**src/rtl/pong_game_ctrl_pkg.sv**
```systemverilog
// rtl/pong_game_ctrl_pkg.sv - shared state encoding and winner codes for the pong game controller
// Contents: FSM state constants (IDLE..OVER), winner codes, and a helper
// that tells whether a state holds the ball at screen centre.
package pong_game_ctrl_pkg;

    localparam logic [2:0] ST_IDLE  = 3'd0;
    localparam logic [2:0] ST_SERVE = 3'd1;
    localparam logic [2:0] ST_PLAY  = 3'd2;
    localparam logic [2:0] ST_PAUSE = 3'd3;
    localparam logic [2:0] ST_OVER  = 3'd4;

    localparam logic [1:0] WIN_NONE  = 2'b00;
    localparam logic [1:0] WIN_LEFT  = 2'b01;
    localparam logic [1:0] WIN_RIGHT = 2'b10;

    // PAUSE freezes the ball where it is, so it is deliberately not centred.
    function automatic logic holds_center(input logic [2:0] st);
        return (st == ST_IDLE) || (st == ST_SERVE) || (st == ST_OVER);
    endfunction

endpackage

```
**src/rtl/pong_game_ctrl_frame_timer.sv**
```systemverilog
// rtl/pong_game_ctrl_frame_timer.sv - serve delay down-counter counting frame ticks
// Ports:
//   CLK, RST        clock, asynchronous active-high reset
//   load, load_val  load the counter (takes priority over tick_en)
//   tick_en         decrement by one this cycle
//   done            combinational: this tick is the one that reaches zero
module frame_timer (
    input  logic       CLK,
    input  logic       RST,
    input  logic       load,
    input  logic [7:0] load_val,
    input  logic       tick_en,
    output logic       done
);

    logic [7:0] count;

    always_ff @(posedge CLK or posedge RST) begin
        if (RST) begin
            count <= 8'd0;
        end else if (load) begin
            count <= load_val;
        end else if (tick_en && (count != 8'd0)) begin
            count <= count - 8'd1;
        end
    end

    // Flagged on the final tick itself so the FSM leaves SERVE on the same
    // edge that the counter reaches zero.
    assign done = tick_en && !load && (count == 8'd1);

endmodule

```
**src/rtl/pong_game_ctrl.sv**
```systemverilog
// rtl/pong_game_ctrl.sv - pong game state machine, serve timing and score keeping
// Ports:
//   CLK, RST              clock, asynchronous active-high reset
//   start                 start/pause pulse
//   frame_tick            one pulse per video frame
//   miss_l, miss_r        ball passed left / right edge
//   ball_run, ball_center ball motion enable / hold at centre
//   serve_dir             0 = serve toward left, 1 = toward right
//   score_l, score_r      player scores
//   winner                01 left, 10 right, 00 none
//   state                 current FSM state
module pong_game_ctrl
    import pong_game_ctrl_pkg::*;
#(
    parameter int WIN_SCORE    = 7,
    parameter int SERVE_FRAMES = 60
) (
    input  logic       CLK,
    input  logic       RST,
    input  logic       start,
    input  logic       frame_tick,
    input  logic       miss_l,
    input  logic       miss_r,
    output logic       ball_run,
    output logic       ball_center,
    output logic       serve_dir,
    output logic [3:0] score_l,
    output logic [3:0] score_r,
    output logic [1:0] winner,
    output logic [2:0] state
);

    localparam logic [3:0] WIN_PTS    = 4'(WIN_SCORE);
    localparam logic [7:0] SERVE_LOAD = 8'(SERVE_FRAMES);

    logic [2:0] next_state;
    logic [3:0] next_score_l;
    logic [3:0] next_score_r;
    logic [1:0] next_winner;
    logic       next_dir;
    logic       timer_load;
    logic       timer_done;

    frame_timer u_frame_timer (
        .CLK      (CLK),
        .RST      (RST),
        .load     (timer_load),
        .load_val (SERVE_LOAD),
        .tick_en  ((state == ST_SERVE) && frame_tick),
        .done     (timer_done)
    );

    always_comb begin
        next_state   = state;
        next_score_l = score_l;
        next_score_r = score_r;
        next_winner  = winner;
        next_dir     = serve_dir;
        timer_load   = 1'b0;
        case (state)
            ST_IDLE: begin
                if (start) begin
                    next_state   = ST_SERVE;
                    next_score_l = 4'd0;
                    next_score_r = 4'd0;
                    timer_load   = 1'b1;
                end
            end
            ST_SERVE: begin
                if (timer_done) begin
                    next_state = ST_PLAY;
                end
            end
            ST_PLAY: begin
                // A miss always beats a coincident start.
                if (miss_l && miss_r) begin
                    next_state = ST_SERVE;
                    timer_load = 1'b1;
                end else if (miss_l) begin
                    next_score_r = score_r + 4'd1;
                    next_dir     = 1'b0;
                    if (next_score_r == WIN_PTS) begin
                        next_state  = ST_OVER;
                        next_winner = WIN_RIGHT;
                    end else begin
                        next_state = ST_SERVE;
                        timer_load = 1'b1;
                    end
                end else if (miss_r) begin
                    next_score_l = score_l + 4'd1;
                    next_dir     = 1'b1;
                    if (next_score_l == WIN_PTS) begin
                        next_state  = ST_OVER;
                        next_winner = WIN_LEFT;
                    end else begin
                        next_state = ST_SERVE;
                        timer_load = 1'b1;
                    end
                end else if (start) begin
                    next_state = ST_PAUSE;
                end
            end
            ST_PAUSE: begin
                if (start) begin
                    next_state = ST_PLAY;
                end
            end
            ST_OVER: begin
                if (start) begin
                    next_state   = ST_SERVE;
                    next_score_l = 4'd0;
                    next_score_r = 4'd0;
                    next_winner  = WIN_NONE;
                    next_dir     = 1'b0;
                    timer_load   = 1'b1;
                end
            end
            default: begin
                next_state = ST_IDLE;
            end
        endcase
    end

    // Ball controls are derived from next_state so they line up with state.
    always_ff @(posedge CLK or posedge RST) begin
        if (RST) begin
            state       <= ST_IDLE;
            score_l     <= 4'd0;
            score_r     <= 4'd0;
            winner      <= WIN_NONE;
            serve_dir   <= 1'b0;
            ball_run    <= 1'b0;
            ball_center <= 1'b1;
        end else begin
            state       <= next_state;
            score_l     <= next_score_l;
            score_r     <= next_score_r;
            winner      <= next_winner;
            serve_dir   <= next_dir;
            ball_run    <= (next_state == ST_PLAY);
            ball_center <= holds_center(next_state);
        end
    end

endmodule

```
**config.mk**
```make
export PLATFORM = sky130hd
export DESIGN_NAME = pong_game_ctrl
export DESIGN_NICKNAME = d
export VERILOG_FILES = /design/src/rtl/pong_game_ctrl_pkg.sv /design/src/rtl/pong_game_ctrl_frame_timer.sv /design/src/rtl/pong_game_ctrl.sv
export SDC_FILE = /design/constraint.sdc
export NUM_CORES = 1
export LEC_CHECK = 0
export ABC_AREA = 1
export BUFFER_PORTS_ARGS = -buffer_cell sky130_fd_sc_hd__buf_2
export CAP_MARGIN = 25
export CELL_PAD_IN_SITES_DETAIL_PLACEMENT = 0
export CELL_PAD_IN_SITES_GLOBAL_PLACEMENT = 1
export CORE_AREA = 2 2 62 64
export CTS_BUF_LIST = sky130_fd_sc_hd__clkbuf_8
export CTS_CLUSTER_DIAMETER = 50
export DETAILED_ROUTE_END_ITERATION = 10
export DIE_AREA = 0 0 64 66
export PLACE_DENSITY_LB_ADDON = 0.3
export REMOVE_ABC_BUFFERS = 1
export SLEW_MARGIN = 20
export SYNTH_ARGS = -nofsm -noshare
export SYNTH_HDL_FRONTEND = slang
export SYNTH_HIERARCHICAL = 1
export SYNTH_SLANG_ARGS = --single-unit
```
**constraint.sdc**
```tcl
create_clock -name CLK -period 6.39 [get_ports CLK]
set_input_delay 1.278 -clock CLK [delete_from_list [all_inputs] [get_ports CLK]]
set_output_delay 1.278 -clock CLK [all_outputs]
set_load 0.01 [all_outputs]
```
==> reports/metrics.csv <==
metric;value;unit
status;completed;
gp_congestion;0.774;
dieArea;4220;µm²
setup_tns;0;ns
drt-total-wl;3.15;mm
powerDensity;367;nW/µm²
synth_edf_count;0;
rsz0062_at_grt;false;
num_vias;1348;
yosys_warnings;6;
postSynthCellCount;207;
hp-class;reg -> reg;
met2_usage;29.7;%
coreArea;3550;µm²
antenna_found_initial;0;
insertion_delay;0.27;ns
worstMarginPinSlew;0.621;ns
grt_pass1_vias;1299;
cts.hold.buffers_added;0;
hold_violations;0;
drc;0;
ctsRootBufferMaster;clkbuf_8;
ys_ff_latch;24;
reg2regPathDepth;12;
port_buffers;21;
drtIter0Drc;72;
ys.flop_type;dfrtp_1;
cts_setup_buffers;0;
fmax;0.340;GHz
post-route-util;50.1;%
fin_crit_sh;46.1;%
synth_area;1550;µm²
slew_violations;0;
wl_per_cell;11.0;µm
diodes;0;
pre_cts_slack;2.94;ns
skew;0.00351;ns
p_leak;0.907;nW
die_w;64;µm
vias_per_cell;4.71;
final_cell_mix;49 x nand2_1, 24 x inv_1, 23 x nand3_1, 23 x dfrtp_1, 22 x buf_2;
grt_use_met1;20.8;%
arrival;3.15;ns
cp.required;6.60;ns
clockBufferDepth;2;
reg2reg_from;score_r[1]$_DFFE_PP0P_;
cts_num_sinks;24;
final_nets;251;
htree_levels;1;
io_pins;22;
drive_gt1_share;23.5;%
postLayoutCellArea;1780;µm²
cp-end-kind;register;
relSlewSlack;58.6;%
mostFrequentLayoutCell;nand2_1;
grt-busiest-layer;met2;
vdd_ir_drop_max;0.000151;V
cts_tree;built;
synthArstFlopShare;100;%
grt_pass1_wl;5.63;mm
crit_path_start;miss_r;
row_count;22;
worstReg2RegEnd;ball_run$_DFF_PP0_;
grt_util_all_layers;16.9;%
setup_viol;0;
fin_cells;286;
grt_util_met3;2.04;%
cap_viol_max_count;0;
setup_ws;3.45;ns
yosysSeqAreaShare;38.9;%
firstDrtPassIters;4;
reg2reg_slack;3.83;ns
crit_path_start_kind;primary input;
min_path_cells;2;
hold_end;winner[1]$_DFFE_PP0P_;
cp_max_fo;10;
area_growth;14.9;%
grt_max_degree;17;
finalCriticalPeriod;2.94;ns
clkTransAtPathRegs;0.08;ns
syn_area_per_cell;7.48;µm²
dp.cells;281;
min_from;winner[1]$_DFFE_PP0P_;
worstSetupPathType;in -> reg;
numCtsBuffers;3;
initial_core_util;43.6;%
gr-total-overflow;0;
ys_types;29;
cts_resized;0;
fp.dieH;66;µm
dp_hpwl;2.52;mm
place_area;1730;µm²
ant_nets;0;
report_power, final:
group	switching (mW)	internal [mW]	leakage, nW
logic	0.201	0.115	0.568
clock network	0.0485	0.0430	0.0269
registers	0.0444	0.200	0.312
total	0.294	0.358	0.907
synth_stat cells (2+ instances only):
master    n  area (µm²)
o21ai_2   5        43.8
inv_2     7        26.3
nand2_1  49         184
nand4_1   3        18.8
nor2_4    2        22.5
nor2_2    4        25.0
nand3_1  23         115
xnor2_1   2        17.5
nand3_2   2        20.0
ha_1      6        75.1
nor3_1    5        25.0
conb_1    2        7.51
nor2_1   13        48.8
nand2_2   7        43.8
nand2_4   2        22.5
o21ai_1   4        20.0
o21ai_0  15        75.1
dfrtp_1  23         576
inv_1    23        86.3
state kept, by name (all words and copies together) (netlist names):
| register | count |
|---|---|
| ball_center | 1 |
| ball_run | 1 |
| score_l | 4 |
| score_r | 4 |
| serve_dir | 1 |
| state | 3 |
| u_frame_timer/count | 8 |
| winner | 2 |
routing by layer:
| metal | share of wire [%] | vias up |
|---|---|---|
| met2 | 51 | 19 |
| met4 | 1.4 | 0 |
| met5 | 0 | - |
| met1 | 46 | 603 |
| li1 | - | 722 |
| met3 | 2.3 | 4 |
worst max path at each step:
| stage | to | cells past startpoint |
|---|---|---|
| 6_report | ball_run$_DFF_PP0_ | 11 |
| 4_1_cts | u_frame_timer/count[4]$_DFFE_PP0P_ | 10 |
| 5_1_grt | ball_run$_DFF_PP0_ | 11 |
| 2_1_floorplan | u_frame_timer/count[3]$_DFFE_PP0P_ | 9 |
| 3_5_place_dp | u_frame_timer/count[4]$_DFFE_PP0P_ | 10 |
| 3_3_place_gp | u_frame_timer/count[4]$_DFFE_PP0P_ | 10 |
cells by family after synthesis:
| family | Yosys count | share of synthesized area, % |
|---|---|---|
| flip-flops | 24 | 38.9 |
| AO/OA/AOI/OAI | 28 | 11.1 |
| adder cells (fa/ha/maj) | 6 | 4.85 |
| other | 2 | 0.485 |
| buffers and inverters | 31 | 7.75 |
| AND/OR/NAND/NOR | 113 | 35.2 |
| XOR/XNOR | 3 | 1.70 |
cell type report:
type	count	area [µm²]
Fill cell	356	1770
Multi-Input combinational cell	158	850
Sequential cell	24	602
Inverter	30	113
Timing Repair Buffer	22	110
Tap cell	48	60.1
Clock buffer	3	41.3
Clock inverter	1	3.75
stage by stage:
| stage | hold WS [ns] | total power, mW |
|---|---|---|
| after global routing | 0.556 | 0.721 |
| after floorplan | 0.523 | 0.485 |
| after detailed placement | 0.489 | 0.565 |
| after CTS | 0.511 | 0.660 |
| after global placement | 0.484 | 0.564 |
| final | 0.513 | 0.652 |
critical path, cell delays in order:
cell and delay, ns:
buf_2 0.13, inv_1 0.14, nand3_1 0.11, nand2_2 0.09
a31oi_1 0.17, buf_2 0.23, nor4_1 0.41, nor2_1 0.07
o21ai_0 0.30, inv_1 0.12, nor2_2 0.11
(Power assumes the default switching activity.)
